`src/rtl/bcd_encode_scheduler.sv`:
```
// ---------------------------------------------------------------------------
// bcd_encode_scheduler
//
// Shares one BCD encoder between NUM_REQ requesters. A round-robin arbiter
// picks one request while idle, the winner's binary value and length are
// driven to the encoder, a one-cycle start pulse is issued, and the encoder's
// packed BCD digits (or an error for a bad length / timeout) are returned on
// a valid/ready response channel. Only one request is in flight at a time.
//
// Handshakes:
//   req channel : req_ready[i] is a combinational, single-cycle accept that is
//                 only ever high in IDLE, for at most one requester; a request
//                 is taken in the cycle where req_valid[i] && req_ready[i].
//   rsp channel : rsp_valid stays high with rsp_id/rsp_bcd/rsp_error stable
//                 until the cycle where rsp_valid && rsp_ready; that cycle is
//                 the transfer and rsp_valid drops on the next cycle.
//
// Ports:
//   clk, rst_n   clock (rising edge) and asynchronous active-low reset
//   req_valid    per-requester request valid            [NUM_REQ]
//   req_ready    per-requester accept (one-hot or zero) [NUM_REQ]
//   req_binary   requester i value at [32i+31:32i]
//   req_length   requester i significant-bit count at [8i+7:8i]
//   enc_binary   value driven to the encoder (held after completion)
//   enc_length   length driven to the encoder (held after completion)
//   enc_start    one-cycle conversion start pulse
//   enc_done     encoder conversion complete
//   enc_bcd      encoder digits {BCD7..BCD0}
//   rsp_valid    response valid
//   rsp_ready    response accept
//   rsp_id       index of the requester served
//   rsp_bcd      packed BCD result {BCD7..BCD0}, 0 on error
//   rsp_error    1 = bad length or encoder timeout
//
// The FSM state is visible as the 'state' signal for checkers.
// ---------------------------------------------------------------------------
module bcd_encode_scheduler #(
    parameter int NUM_REQ = 2,
    parameter int TIMEOUT = 64,
    localparam int IDW = (NUM_REQ > 1) ? $clog2(NUM_REQ) : 1
) (
    input  logic                   clk,
    input  logic                   rst_n,
    input  logic [NUM_REQ-1:0]     req_valid,
    output logic [NUM_REQ-1:0]     req_ready,
    input  logic [NUM_REQ*32-1:0]  req_binary,
    input  logic [NUM_REQ*8-1:0]   req_length,
    output logic [31:0]            enc_binary,
    output logic [7:0]             enc_length,
    output logic                   enc_start,
    input  logic                   enc_done,
    input  logic [31:0]            enc_bcd,
    output logic                   rsp_valid,
    input  logic                   rsp_ready,
    output logic [IDW-1:0]         rsp_id,
    output logic [31:0]            rsp_bcd,
    output logic                   rsp_error
);

    localparam int TW = $clog2(TIMEOUT);

    typedef enum logic [1:0] {
        IDLE  = 2'd0,
        START = 2'd1,
        WAIT  = 2'd2,
        RESP  = 2'd3
    } state_t;

    state_t         state;
    state_t         state_d;

    logic [IDW-1:0] last;
    logic [TW-1:0]  timer;

    // Per-requester views of the packed request buses.
    logic [31:0]    bin_arr [NUM_REQ];
    logic [7:0]     len_arr [NUM_REQ];

    logic           any_valid;
    logic [IDW-1:0] gnt;
    logic [IDW-1:0] cand;
    logic           grant_fire;
    logic [31:0]    win_binary;
    logic [7:0]     win_length;
    logic           len_ok;
    logic           done_ok;
    logic           timeout_hit;

    always_comb begin
        for (int i = 0; i < NUM_REQ; i++) begin
            bin_arr[i] = req_binary[i*32 +: 32];
            len_arr[i] = req_length[i*8 +: 8];
        end
    end

    // Round-robin search starting one past the last winner.
    always_comb begin
        any_valid = 1'b0;
        gnt       = '0;
        cand      = '0;
        for (int k = 1; k <= NUM_REQ; k++) begin
            cand = IDW'((int'(last) + k) % NUM_REQ);
            if (!any_valid && req_valid[cand]) begin
                any_valid = 1'b1;
                gnt       = cand;
            end
        end
    end

    // rst_n keeps the accept low while reset is held, even with requests up.
    assign grant_fire = (state == IDLE) && any_valid && rst_n;
    assign win_binary = bin_arr[gnt];
    assign win_length = len_arr[gnt];
    assign len_ok     = (win_length != 8'd0) && (win_length <= 8'd32);

    // A done seen on the first WAIT cycle may belong to a previous
    // conversion, so it only counts once the timer has advanced.
    assign done_ok     = enc_done && (timer != '0);
    assign timeout_hit = (timer == TW'(TIMEOUT - 1));

    always_comb begin
        req_ready = '0;
        if (grant_fire) begin
            req_ready[gnt] = 1'b1;
        end
    end

    assign enc_start = (state == START);
    assign rsp_valid = (state == RESP);

    // Next-state logic.
    always_comb begin
        state_d = state;
        case (state)
            IDLE: begin
                if (grant_fire) begin
                    state_d = len_ok ? START : RESP;
                end
            end
            START: state_d = WAIT;
            WAIT: begin
                if (done_ok || timeout_hit) begin
                    state_d = RESP;
                end
            end
            RESP: begin
                if (rsp_ready) begin
                    state_d = IDLE;
                end
            end
            default: state_d = IDLE;
        endcase
    end

    // State register.
    always_ff @(posedge clk or negedge rst_n) begin
        if (!rst_n) begin
            state <= IDLE;
        end else begin
            state <= state_d;
        end
    end

    // Datapath registers.
    always_ff @(posedge clk or negedge rst_n) begin
        if (!rst_n) begin
            last       <= IDW'(NUM_REQ - 1);
            timer      <= '0;
            enc_binary <= '0;
            enc_length <= '0;
            rsp_id     <= '0;
            rsp_bcd    <= '0;
            rsp_error  <= 1'b0;
        end else begin
            case (state)
                IDLE: begin
                    if (grant_fire) begin
                        last       <= gnt;
                        rsp_id     <= gnt;
                        enc_binary <= win_binary;
                        enc_length <= win_length;
                        if (!len_ok) begin
                            rsp_bcd   <= '0;
                            rsp_error <= 1'b1;
                        end
                    end
                end
                START: begin
                    timer <= '0;
                end
                WAIT: begin
                    if (done_ok) begin
                        rsp_bcd   <= enc_bcd;
                        rsp_error <= 1'b0;
                    end else if (timeout_hit) begin
                        rsp_bcd   <= '0;
                        rsp_error <= 1'b1;
                    end else begin
                        timer <= timer + 1'b1;
                    end
                end
                default: begin
                end
            endcase
        end
    end

endmodule

```
`config.mk`:
```
export PLATFORM = sky130hd
export DESIGN_NAME = bcd_encode_scheduler
export DESIGN_NICKNAME = d
export VERILOG_FILES = /design/src/rtl/bcd_encode_scheduler.sv
export SDC_FILE = /design/constraint.sdc
export NUM_CORES = 1
export LEC_CHECK = 0
export ABC_AREA = 1
export ABC_CLOCK_PERIOD_IN_PS = 2050
export CELL_PAD_IN_SITES_DETAIL_PLACEMENT = 0
export CELL_PAD_IN_SITES_GLOBAL_PLACEMENT = 1
export CORE_UTILIZATION = 29
export CTS_BUF_LIST = sky130_fd_sc_hd__clkbuf_8
export CTS_CLUSTER_DIAMETER = 100
export DETAILED_ROUTE_END_ITERATION = 7
export PLACE_DENSITY = 0.85
export SETUP_SLACK_MARGIN = 0.15
export SYNTH_ARGS = -nofsm -noshare
export SYNTH_HDL_FRONTEND = slang
export SYNTH_SLANG_ARGS = --single-unit
```
`constraint.sdc`:
```
create_clock -name clk -period 2.05 [get_ports clk]
set_input_delay 0.41 -clock clk [delete_from_list [all_inputs] [get_ports clk]]
set_output_delay 0.41 -clock clk [all_outputs]
set_load 0.01 [all_outputs]
```
==> impl_results.md <==
- Status: finished, final reports clean
- Final WS setup: roughly 150 ps
- Worst-case hold slack: between 100 and 150 ps
- Root buf cell: clkbuf_8
- Overall overflow remaining after global route: 0
- Net total in the final layout: 874
- Clock tree skew after final layout: 7.207 ps
- Yosys synthesis warning count: 0
- Crit end category: flop
- Maximum buffer depth of the clock tree: 2
- Hold violation total from the final report: 0
- Post-Route M1 WL: 5.222 mm
- Global Route Usage Sum: 0.1745
- Post-CTS Hold Buffers: 0
- Most common cell after layout, fill and taps aside: clkdlybuf4s50_1
- Startpoint class of the critical path: flop
- Iteration-0 DRC Markers: approximately 180
- Clock insertion delay at the later pin of the skew report: 360 ps
- Number of nets produced by synthesis: 654
- Max rail drop VDD: 0.5756 mV
- Post-synthesis cell type count: 28
- Effective utilization at floorplan: 0.3015
- Aggregate negative setup slack: 0 ps
- Die width: 120.0 um
- Detail-routed net length per standard cell: between 10 and 15 um
- RSZ-0062 raised after global routing: true
- Timing-limited maximum frequency: 526.6 MHz
- Core outline area: 13,400 um^2
- Most used cells in the layout excluding fill and tap cells: clkdlybuf4s50_1, nand2_1, dfrtp_1
- Largest net degree at the start of global routing: 47
- Number of I/O port buffers: 195
- Cts bufs inserted: 9
- Relative area change from synthesis to final layout: 70.89%
- Leakage power of the design: 3.375 nW
- Number of rows created at floorplan: 42
- Number of global-route vias before repair: 4,141
- # diodes: 0
- Floorplan die area: 14,410 um^2
- TritonCTS clock tree: yes
- Drc violations: 0
- Worst path cell trace: inv_2, ha_4, nand2_4, nor2_4, inv_2, buf_4, nand2_2, nand2_2, a21oi_4, nand2_4, buf_12, nand2_1, nand2_1
- Uppermost routed layer: met4
- Largest cells by area after synthesis: dfrtp_1, nand2_1, nand3_1
- Number of filler cells placed in the layout: 1,257
- Height of the chip: roughly 120 um
- Sink Count: 83
- Initial antenna violation count: 0
- Critical Setup Path Class: flop to flop
- Layout cells sized above 1: 0.1351
- Cells after Synth: 530
- Total buffers and inverters traversed by the critical path: 4
- Family with the most delay on the worst path: simple AND/OR/NAND/NOR gates
- Number of max-slew violations in the final report: 0
- Tot Pwr: 8.222 mW
- Fraction of the yosys area taken by sequential cells: 0.5144
- Final weighted congestion in routability-driven placement: 0.8281
- Total Wirelength: 12.53 mm
- Total via count after detailed routing: 4,203
- Per-cell via count in the routed design: 4.515
- Minimum setup slack after placement: -258.8 ps
- Worst endpoint data arrival time: 2150 ps
- Maximum single-stage delay on the critical path: ~400 ps
- Total number of H-tree levels: 3
- Maxcap violations: 0
- Global-route wire length before repair: 19.89 mm
- Final count of negative-setup-slack endpoints: 0
- Post-synth top area share: 0.5079
- DRT antenna net count: 0
- Total power divided by cell area: 1191 nW/um^2
- Class of the tightest hold or removal check: input port to async pin
- Crit path max fanout: 25
- Worst Max-Slew Pin Slew: 599.0 ps
- Met3 Wirelength: 1.314 mm
- Post-layout min period: 1899 ps
- Headroom to the max-slew limit: 0.6007
- Synthesis-stage register bit count: 83
- Synthesized area: 4040 um^2
- Final worst-path cycle share: 0.9263
- Cell with the biggest individual delay on the critical path: dfrtp_1
- DR WL met2: 5.778 mm
- Worst path required time: 2310 ps
- I/O Pins: 196
- Number of detailed-route iterations in the first pass: 4
- Cell type with the largest total area after synthesis: dfrtp_1
- DPL Wire Length: 8.915 mm
- Register clock-pin slew on the reported worst setup and hold paths: 80 ps
- Mapped Avg Cell Area: 7.623 um^2
[synthesized netlist by cell type]
| master | count |
|---|---|
| nand2_1 | 198 |
| dfrtp_1 | 82 |
| nand3_1 | 80 |
| inv_1 | 56 |
| nor2_1 | 47 |
| o21ai_0 | 13 |
| clkbuf_1 | 11 |
| buf_2 | 10 |
| ha_1 | 6 |
| a21oi_1 | 3 |
| buf_4 | 3 |
| nand2_2 | 3 |
| a31oi_1 | 2 |
| nand3b_1 | 2 |
| a21oi_4 | 1 |
| and2_1 | 1 |
| buf_6 | 1 |
| dfstp_2 | 1 |
| inv_2 | 1 |
| nand2_4 | 1 |
| nand3_4 | 1 |
| nand4_1 | 1 |
| nor2_2 | 1 |
| nor3_1 | 1 |
| o21a_1 | 1 |
| o21ai_1 | 1 |
| o21bai_2 | 1 |
| xor2_1 | 1 |
[metal layers]
metal	up-vias	GRT usage
met1	1939	0.2056
li1	2073	-
met5	-	0
met3	15	0.06797
met2	176	0.2884
met4	0	0.05859
[per-stage QoR]
step	utilization	cells	area [um^2]
finish	0.5152	931	6904
CTS	0.4975	924	6666
detailed placement	0.4759	906	6377
floorplan	-	530	4040
global placement	0.4759	906	6377
global route	0.5152	931	6904
[flip-flops by register name, indices dropped and copies added, names as in the netlist]
register	count
enc_binary	32
rsp_bcd	32
enc_length	8
timer	6
state	2
last	1
rsp_error	1
rsp_id	1
[timing repair]
item                                    CTS  global route
gates cloned                              0             2
pin swaps                                 2             8
resized for setup                        18            45
endpoints found under the setup margin   11            43
setup buffers                             2             5
[worst paths after layout]
check | startpoint | depth (start not counted) | slack, ps | end
setup reg to reg | state[1]$_DFFE_PN0P_ | 13 | 150 | rsp_bcd[15]$_DFFE_PN0P_
hold / removal | rst_n | 2 | 130 | rsp_bcd[25]$_DFFE_PN0P_
setup / recovery | state[1]$_DFFE_PN0P_ | 13 | 150 | rsp_bcd[15]$_DFFE_PN0P_
max in group asynchronous | rst_n | 3 | 940 | enc_binary[11]$_DFFE_PN0P_
min in group clk | rsp_error$_DFFE_PN0P_ | 2 | 480 | rsp_error$_DFFE_PN0P_
hold reg to reg | rsp_error$_DFFE_PN0P_ | 2 | 480 | rsp_error$_DFFE_PN0P_
[cell families after synthesis]
logic type	after synthesis	share of synthesized area
xor gates and xnor gates	1	0.002168
buffers and inverters	82	0.08393
DFF	83	0.5144
adders and majority gates	6	0.01858
AOI/OAI and AO/OA	22	0.03283
and+or+nand+nor	336	0.3481
[report_power, final]
part	internal [mW]	switching (mW)	leakage [nW]
sequential	2.21	0.331	1.08
clock	0.907	0.589	0.133
combinational	2.14	2.05	2.16
[cell type report]
cell class / count / area (um^2) / area share
inverter: 57 / 214.0 / 0.03099
tap: 176 / 220.2 / 0.03190
sequential: 83 / 2078 / 0.3010
clock buffer: 12 / 165.2 / 0.02392
clock inverter: 4 / 95.09 / 0.01377
timing repair buffer: 234 / 2350 / 0.3403
multi-input combinational: 365 / 1782 / 0.2581
Power figures use the tool's default switching activity.
